### config.mk
export PLATFORM = sky130hd
export DESIGN_NAME = spi_frame_writer
export DESIGN_NICKNAME = d
export VERILOG_FILES = /design/src/rtl/spi_fb_pkg.sv /design/src/rtl/sync_edge_detect.sv /design/src/rtl/spi_frame_writer.sv
export SDC_FILE = /design/constraint.sdc
export NUM_CORES = 1
export LEC_CHECK = 0
export CAP_MARGIN = 30
export CELL_PAD_IN_SITES_DETAIL_PLACEMENT = 1
export CELL_PAD_IN_SITES_GLOBAL_PLACEMENT = 1
export CORE_MARGIN = 8
export CORE_UTILIZATION = 44
export DETAILED_ROUTE_END_ITERATION = 16
export PLACE_DENSITY = 0.79
export SYNTH_ARGS = -nofsm -noshare
export SYNTH_HDL_FRONTEND = slang
export SYNTH_SLANG_ARGS = --single-unit
### constraint.sdc
create_clock -name clk_in -period 6.6 [get_ports clk_in]
set_input_delay 1.32 -clock clk_in [delete_from_list [all_inputs] [get_ports clk_in]]
set_output_delay 1.32 -clock clk_in [all_outputs]
set_load 0.005 [all_outputs]
### src/rtl/spi_fb_pkg.sv
// Shared types and geometry helpers for the SPI-to-frame-buffer write path.
package spi_fb_pkg;

    localparam int unsigned DEF_PIX_WIDTH     = 8;
    localparam int unsigned DEF_LINES         = 4;
    localparam int unsigned DEF_HSIZE         = 640;
    localparam int unsigned DEF_VSIZE         = 360;
    localparam int unsigned DEF_DOUBLE_BUFFER = 1;

    localparam int unsigned FB_DEPTH = DEF_HSIZE * DEF_VSIZE;
    localparam int unsigned FB_AW    = $clog2((DEF_DOUBLE_BUFFER + 1) * FB_DEPTH);

    typedef logic [DEF_PIX_WIDTH-1:0] pixel_t;

    typedef enum logic {
        IDLE,
        EMIT
    } unpack_state_t;

    function automatic int unsigned fb_addr_width(input int unsigned db,
                                                  input int unsigned h,
                                                  input int unsigned v);
        return $clog2((db + 1) * h * v);
    endfunction

endpackage

### src/rtl/sync_edge_detect.sv
// Registers a 1-bit sync input once and flags rising/falling edges on the registered copy.
module sync_edge_detect (
    input  logic clk_in,
    input  logic rst_in,
    input  logic sig_in,
    output logic level_out,
    output logic rise_out,
    output logic fall_out
);

    logic sig_q;
    logic prev_q;

    always_ff @(posedge clk_in or posedge rst_in) begin
        if (rst_in) begin
            sig_q  <= 1'b0;
            prev_q <= 1'b0;
        end else begin
            sig_q  <= sig_in;
            prev_q <= sig_q;
        end
    end

    assign level_out = sig_q;
    assign rise_out  = sig_q & ~prev_q;
    assign fall_out  = ~sig_q & prev_q;

endmodule

### src/rtl/spi_frame_writer.sv
// Unpacks multi-lane SPI pixel packages into single-pixel frame-buffer writes,
// tracking line/column position and an optional ping-pong bank.
module spi_frame_writer
    import spi_fb_pkg::*;
#(
    parameter int unsigned PIX_WIDTH     = DEF_PIX_WIDTH,
    parameter int unsigned LINES         = DEF_LINES,
    parameter int unsigned HSIZE         = DEF_HSIZE,
    parameter int unsigned VSIZE         = DEF_VSIZE,
    parameter int unsigned DOUBLE_BUFFER = DEF_DOUBLE_BUFFER,
    parameter int unsigned AW            = fb_addr_width(DOUBLE_BUFFER, HSIZE, VSIZE)
) (
    input  logic                         clk_in,
    input  logic                         rst_in,
    input  logic [LINES*PIX_WIDTH-1:0]   pkg_in,
    input  logic                         pkg_valid_in,
    input  logic                         hsync_in,
    input  logic                         vsync_in,
    output logic [AW-1:0]                addr_out,
    output logic [PIX_WIDTH-1:0]         pix_out,
    output logic                         we_out,
    output logic                         wr_bank_out,
    output logic                         rd_bank_out,
    output logic                         frame_done_out,
    output logic                         overflow_out
);

    localparam int unsigned XW  = $clog2(HSIZE + 1);
    localparam int unsigned YW  = $clog2(VSIZE + 1);
    localparam int unsigned BW  = $clog2(LINES + 1);
    localparam int unsigned PKW = LINES * PIX_WIDTH;

    localparam logic [XW-1:0] X_END      = XW'(HSIZE);
    localparam logic [YW-1:0] Y_END      = YW'(VSIZE);
    localparam logic [AW-1:0] ROW_STEP   = AW'(HSIZE);
    localparam logic [AW-1:0] BANK1_BASE = AW'(HSIZE * VSIZE);
    localparam logic [BW-1:0] BEATS_FULL = BW'(LINES);
    localparam logic [BW-1:0] ONE_BEAT   = BW'(1);

    logic hs_lvl, hs_rise, hs_fall;
    logic vs_lvl, vs_rise, vs_fall;
    logic unused_hs;

    sync_edge_detect u_hsync (
        .clk_in    (clk_in),
        .rst_in    (rst_in),
        .sig_in    (hsync_in),
        .level_out (hs_lvl),
        .rise_out  (hs_rise),
        .fall_out  (hs_fall)
    );

    sync_edge_detect u_vsync (
        .clk_in    (clk_in),
        .rst_in    (rst_in),
        .sig_in    (vsync_in),
        .level_out (vs_lvl),
        .rise_out  (vs_rise),
        .fall_out  (vs_fall)
    );

    assign unused_hs = hs_lvl ^ hs_rise;

    unpack_state_t        state_q;
    logic [BW-1:0]        beats_q;
    logic [PKW-1:0]       shift_q;
    logic [XW-1:0]        x_q;
    logic [YW-1:0]        y_q;
    logic [AW-1:0]        row_base_q;
    logic [AW-1:0]        addr_q;
    logic [PIX_WIDTH-1:0] pix_q;
    logic                 we_q;
    logic                 bank_q;
    logic                 frame_done_q;
    logic                 overflow_q;

    logic [XW-1:0]        x_eff;
    logic [YW-1:0]        y_eff;
    logic [AW-1:0]        row_base_eff;
    logic [XW-1:0]        x_d;
    logic [AW-1:0]        bank_base;
    logic [PIX_WIDTH-1:0] beat_pix;
    logic                 accept;
    logic                 drop;
    logic                 more;
    logic                 emit;
    logic                 x_room;

    // Sync edges are folded into the coordinates before the beat is placed,
    // so a line end landing mid-package moves the remaining beats to the next row.
    always_comb begin
        x_eff        = x_q;
        y_eff        = y_q;
        row_base_eff = row_base_q;
        if (vs_rise) begin
            x_eff        = '0;
            y_eff        = '0;
            row_base_eff = '0;
        end else if (hs_fall && vs_lvl) begin
            x_eff = '0;
            if (y_q != Y_END) begin
                y_eff        = y_q + 1'b1;
                row_base_eff = row_base_q + ROW_STEP;
            end
        end

        accept   = pkg_valid_in && vs_lvl && (beats_q <= ONE_BEAT);
        drop     = pkg_valid_in && vs_lvl && (beats_q > ONE_BEAT);
        more     = (state_q == EMIT) && (beats_q > ONE_BEAT) && !vs_fall;
        emit     = accept || more;
        beat_pix = accept ? pkg_in[PIX_WIDTH-1:0] : shift_q[PIX_WIDTH-1:0];
        x_room   = (x_eff < X_END);
        x_d      = (emit && x_room) ? x_eff + 1'b1 : x_eff;
        bank_base = bank_q ? BANK1_BASE : '0;
    end

    always_ff @(posedge clk_in or posedge rst_in) begin
        if (rst_in) begin
            state_q      <= IDLE;
            beats_q      <= '0;
            shift_q      <= '0;
            x_q          <= '0;
            y_q          <= '0;
            row_base_q   <= '0;
            addr_q       <= '0;
            pix_q        <= '0;
            we_q         <= 1'b0;
            bank_q       <= 1'b0;
            frame_done_q <= 1'b0;
            overflow_q   <= 1'b0;
        end else begin
            x_q          <= x_d;
            y_q          <= y_eff;
            row_base_q   <= row_base_eff;
            frame_done_q <= vs_fall;
            we_q         <= emit && x_room && (y_eff < Y_END);

            if (vs_fall && (DOUBLE_BUFFER != 0)) begin
                bank_q <= ~bank_q;
            end
            if (drop) begin
                overflow_q <= 1'b1;
            end
            if (emit) begin
                pix_q  <= beat_pix;
                addr_q <= bank_base + row_base_eff + AW'(x_eff);
            end

            // beats_q counts the beat currently on the outputs plus those still queued
            if (accept) begin
                state_q <= EMIT;
                beats_q <= BEATS_FULL;
                shift_q <= pkg_in >> PIX_WIDTH;
            end else if (more) begin
                beats_q <= beats_q - 1'b1;
                shift_q <= shift_q >> PIX_WIDTH;
            end else begin
                state_q <= IDLE;
                beats_q <= '0;
            end
        end
    end

    assign addr_out       = addr_q;
    assign pix_out        = pix_q;
    assign we_out         = we_q;
    assign wr_bank_out    = bank_q;
    assign rd_bank_out    = (DOUBLE_BUFFER != 0) ? ~bank_q : 1'b0;
    assign frame_done_out = frame_done_q;
    assign overflow_out   = overflow_q;

endmodule

-- Word-level counts from Yosys, hierarchy flattened
Cells that the tools add are included.
- add/sub/neg operators: 6
- magnitude comparators: 4
- equal/unequal tests: 2
- muxes and demuxes: 17
- bitwise gates (word level): 7
- reduce and logical (&&, ||, !) cells: 11
- operators with widths (kind ; count):
    $mux 32 ; 2
    $mux 19 ; 3
    $mux 10 ; 3
    $mux 9 ; 3
    $add 18x19->19 ; 1
    $add 19x10->19 ; 1
    $add 19x10->19 const B ; 1
    $mux 18 ; 1
    $add 10x1->10 const B ; 1
    $lt 10x10->1 const B ; 1
    $add 9x1->9 const B ; 1
    $lt 9x9->1 const B ; 1
    $ne 9x9->1 const B ; 1
    $logic_and 1x1->1 ; 8
    $mux 8 ; 1
    $mux 3 ; 2
    $not 1->1 ; 4
    $and 1x1->1 ; 3
    $gt 3x1->1 const B ; 1
    $le 3x1->1 const B ; 1
    $sub 3x1->3 const B ; 1
    $mux 1 ; 2
    $ne 2x2->1 const B ; 1
    $reduce_bool 2->1 ; 1
    other kinds (2) ; 2
- flip-flop bits (word level): 109

-- Longest topological paths before layout
- word-level depth: 8
- depth in mapped cells: 15
- depth with buffers taken out: 15

-- Hierarchy
A second synthesis with hierarchy kept.
- cells, all modules: 509
- area, all modules: 4954.8 um^2
- modules (own cells, without submodules) (module ; instances ; cells each ; area an instance (um^2) ; seq. area each (um^2)):
    spi_frame_writer ; 1 ; 499 ; 4817.1 ; 2427.3
    sync_edge_detect ; 2 ; 5 ; 68.8 ; 50.0

-- Worst setup path before layout
No wires, ideal clock.
- path kind: flip-flop to flip-flop
- from: register u_vsync.sig_q (netlist: u_vsync.level_out)
- to: register addr_q[18] (netlist: addr_out[18])
- library setup time: 0.139 ns
- arrival time: 2.994 ns
- required time: 6.461 ns
- slack: 3.467 ns
- cell stages (with the launch flop): 15
- path buffers: 2
- period minus slack after synthesis: 3.133 ns
- path through: dfrtp_1 -> nand2b_1 -> clkbuf_1 -> clkbuf_1 -> and3_1 -> ha_1 -> inv_1 -> fa_1 -> nor2b_1 -> o31a_1 -> o211ai_1 -> a21boi_0 -> a41oi_1 -> a211oi_1 -> a211oi_1
- word-level cells in the longest chain between the ends: 5
- ends and longest elaborated chain (what ; RTL line ; RTL):
    start: declaration ; sync_edge_detect.sv:11 ; logic sig_q;
    start signal: assignment ; sync_edge_detect.sv:19 ; sig_q <= sig_in;
    $logic_and 1x1->1 / $not 1->1 (equally long branches) ; spi_frame_writer.sv:99, sync_edge_detect.sv:26 ;
    $mux 19 / $and 1x1->1 (equally long branches) ; spi_frame_writer.sv:99, sync_edge_detect.sv:26 ;
    $mux 19 / $logic_not 1->1 (equally long branches) ; spi_frame_writer.sv:95, spi_frame_writer.sv:109 ;
    $add 18x19->19 / $logic_and 1x1->1 (equally long branches) ; spi_frame_writer.sv:146, spi_frame_writer.sv:109 ;
    $add 19x10->19 / $logic_or 1x1->1 (equally long branches) ; spi_frame_writer.sv:146, spi_frame_writer.sv:110 ;
    end signal: assignment ; spi_frame_writer.sv:146 ; addr_q <= bank_base + row_base_eff + AW'(x_eff);
    end: declaration ; spi_frame_writer.sv:70 ; logic [AW-1:0] addr_q;
Parallel ways exist; a longest one is shown, timed or not.
A chain may end at the register's enable or synchronous reset.

-- Worst setup path in the final report
- from: register u_vsync.sig_q (netlist: u_vsync.level_out)
- to: register addr_q[18] (netlist: addr_out[18])
- word-level cells in the longest chain between the ends: 5
- ends and longest elaborated chain (what ; RTL line ; RTL):
    $logic_and 1x1->1 ; spi_frame_writer.sv:99 ; end else if (hs_fall && vs_lvl) begin
    $mux 19 ; spi_frame_writer.sv:99 ;
    $mux 19 * ; spi_frame_writer.sv:95 ; if (vs_rise) begin
    named net row_base_eff[7] ; spi_frame_writer.sv:79 ; logic [AW-1:0] row_base_eff;
    $add 18x19->19 * ; spi_frame_writer.sv:146 ;
    $add 19x10->19 * ; spi_frame_writer.sv:146 ;
Mark *: on every way through the listed nets, which the timed path passes. The rest lies on a longest branch.

==> results.py <==
metrics = {
    "status": {
        "outcome": "complete, no violations",
    },
    "layout": {
        "antenna-diode-count": 0,
        "final_util": 0.550,
        "drive_above_1_share": 0.0616,
        "area_growth_pct": 23.3,
        "nets": 637,
        "fin_cells": 727,
    },
    "sta": {
        "worst_slew_pin_slew_ns": 0.911,
        "grt_setup_unrepaired": "no",
        "fin_crit_sh": 0.580,
        "slew_headroom": 0.390,
        "max_freq_ghz": 0.261,
        "skew_ns": 0.00960,
        "fin_hold_ws_ns": 0.399,
        "drv_slew": 0,
        "hold_viol": 0,
        "fin_ws_ns": 2.77,
        "setup_viol": 0,
        "fin_tns_setup_ns": 0,
        "post-route-min-period_ns": 3.83,
    },
    "worst_setup_path": {
        "start_kind": "register",
        "r2r.worst_path.cells": 12,
        "end_kind": "register",
        "worstSetupPathType": "reg2reg",
        "worstPathArrival_ns": 4.05,
        "worst-r2r-setup-slack_ns": 2.77,
        "crit_fanout": 15,
        "crit_required_ns": 6.82,
    },
    "logic_synthesis": {
        "synth_area_um2": 5030,
        "synthDistinctLibCells": 59,
        "synth_fp_nets": 571,
        "yosysTopAreaCellShare": 0.503,
        "ys_top_cells_by_area": "dfrtp_1 50%, nand2_1 6.1%, ha_1 5.0%, nor2_1 4.2%, xnor2_1 4.0%",
        "ys_seq_elements": 101,
        "synth_edf_count": 0,
        "ys_warn_count": 0,
        "synthCells": 513,
        "synthFlopType": "dfrtp_1",
        "synth_seq_area_share": 0.503,
        "avgSynthCellArea_um2": 9.80,
        "yosysTopAreaCell": "dfrtp_1",
        "async_flop_share": 1.00,
    },
    "route": {
        "via_per_inst": 5.48,
        "wl_per_cell_um": 18.5,
        "vias": 3982,
        "route.detailed.drc": 0,
        "first_pass_iters": 8,
        "wl_um": 13400,
        "ant_nets": 0,
        "first_iter_violations": 168,
    },
    "clock_tree": {
        "cts_tree": "done",
        "cts_setup_buffers": 0,
        "clk_pin_slew_ns": 0.07,
        "numCtsBuffers": 9,
        "holdBufCountCts": 0,
        "cts_buffer_depth": 2,
        "clkLatencyLatePin_ns": 0.36,
        "cts_root_buf": "clkbuf_16",
        "post_cts_resized": 0,
        "htreeDepth": 3,
        "clock_sinks": 101,
    },
    "grt": {
        "grt_overflow_total": 0,
        "gr-usage-all-layers": 0.190,
        "grt_antenna_before_repair": 0,
        "grt_pass1_wl_um": 22400,
        "first_global_vias": 4398,
        "grt_max_degree": 52,
    },
    "floorplan": {
        "fp.dieArea_um2": 15100,
        "rows": 39,
        "core_um2": 11300,
        "die_y_um": 123,
        "die_x_um": 123,
        "start_util": 0.446,
        "num_io_pins": 69,
    },
    "placed_design": {
        "gp_congestion": 0.809,
        "hpwl_um": 9970,
        "portBuffers": 68,
        "place_inst": 711,
        "place_ws_ns": 2.61,
    },
    "pwr": {
        "irDropWorstVdd_uv": 156,
        "power.leakage_uw": 0.00282,
        "power_density_nw_per_um2": 296,
    },
    "flow_run": {
        "maxCapViolCount": 0,
    },
    "hold_path": {
        "holdPathStages": 0,
        "holdCritPathClass": "reg2reg",
    },
}
==> power breakdown <==
group	internal (µW)	total [µW]	switching [µW]	leakage, µW
clock network	317	554	237	0.000149
registers	745	833	88.7	0.00130
logic	228	446	218	0.00136
total	1290	1830	544	0.00282
==> kinds of logic (layout without fill, tap and decap cells) <==
group,count (synthesis),count (layout),synth area share
buffers and inverters,36,107,0.0269
xor gates and xnor gates,37,37,0.0644
muxes,3,3,0.00597
adders and majority gates,21,21,0.0537
and+or+nand+nor,208,208,0.194
AOI/OAI and AO/OA,107,107,0.153
DFF,101,101,0.503
==> placed cells by master (no fill, tap or decap), drive strengths merged, types with 2 or more instances in the layout <==
cell type,instances
nand2,82
o22ai,3
clkdlybuf4s50,68
o31ai,2
a21o,5
a21oi,14
a2111oi,2
a22oi,15
a31oi,7
o21a,7
mux2i,3
or3,2
inv,18
a211oi,6
buf,6
nand2b,6
xor2,14
nor2b,2
o211ai,2
o21ai,22
nor4,2
nand4,5
a22o,8
nor2,56
and3,12
a21boi,2
nand3,8
dfrtp,101
clkbuf,12
o21bai,2
and2,12
and4,3
nor3,11
xnor2,23
ha,20
==> registers in the layout, summed over array words and instances, names as in the netlist, 3 cells and up <==
signal,cells
y_q,9
shift_q,24
addr_out,19
pix_out,8
x_q,10
beats_q,3
row_base_q,19
==> layout make-up <==
type                       instances  area (µm²)
multi-input combinational        376        2380
timing repair buffer              74         738
fill                            1271        5070
clock inverter                     4        55.1
clock buffer                      12         256
tap                              143         179
inverter                          17        66.3
sequential                       101        2530
==> metal layers <==
layer  track usage  vias to the layer above  part of all wire
li1              -                     1915                 -
met1         0.231                     1985              0.43
met2         0.322                       61              0.51
met3        0.0333                       21             0.034
met4        0.0883                        0             0.025
met5             0                        -                 0
==> worst max-delay path: stages (launching register included) <==
cell and delay, ns:
dfrtp_1 0.48, nand3b_1 0.47, a21oi_2 0.63, xnor2_1 0.20, nor2_1 0.08, ha_1 0.36, o21ai_0 0.11, nor2_1 0.15
o211ai_1 0.12, a21boi_0 0.45, a41oi_1 0.27, a211oi_1 0.29, a211oi_1 0.07
==> Yosys cell counts, types with 2 or more instances <==
| cell | n |
|---|---|
| a211oi_1 | 6 |
| o21ai_0 | 21 |
| dfrtp_1 | 101 |
| xor2_1 | 14 |
| a22oi_1 | 15 |
| inv_1 | 17 |
| and3_1 | 12 |
| and4_1 | 2 |
| nand4_1 | 5 |
| a31oi_1 | 7 |
| clkbuf_1 | 18 |
| nand2b_1 | 6 |
| xnor2_1 | 23 |
| a21boi_0 | 2 |
| or3_1 | 2 |
| nand3_1 | 8 |
| a22o_1 | 8 |
| a21o_1 | 4 |
| nor3_1 | 11 |
| o22ai_1 | 3 |
| mux2i_1 | 3 |
| nor2b_1 | 2 |
| nor2_1 | 56 |
| a21oi_1 | 13 |
| ha_1 | 20 |
| nand2_1 | 82 |
| o21a_1 | 7 |
| o31ai_1 | 2 |
| o211ai_1 | 2 |
| o21bai_1 | 2 |
| and2_1 | 11 |
==> worst paths after layout <==
check,endpoint,start
worst max-delay path,addr_out[18]$_DFFE_PP0P_,u_vsync.level_out$_DFF_PP0_
worst min-delay path,u_hsync.prev_q$_DFF_PP0_,u_hsync.level_out$_DFF_PP0_
worst max register to register,addr_out[18]$_DFFE_PP0P_,u_vsync.level_out$_DFF_PP0_
worst min register to register,u_hsync.prev_q$_DFF_PP0_,u_hsync.level_out$_DFF_PP0_
max in group asynchronous,addr_out[1]$_DFFE_PP0P_,rst_in
min in group asynchronous,beats_q[1]$_DFF_PP0_,rst_in
==> per-stage QoR <==
stage / instance area [µm²] / total power, µW
final: 6200 / 1830
after global routing: 6200 / 1940
after CTS: 6200 / 1860
after detailed placement: 5890 / 1290
after global placement: 5870 / 1260
after floorplan: 5030 / 1050
Note: power is estimated with default switching activity, not from simulation.
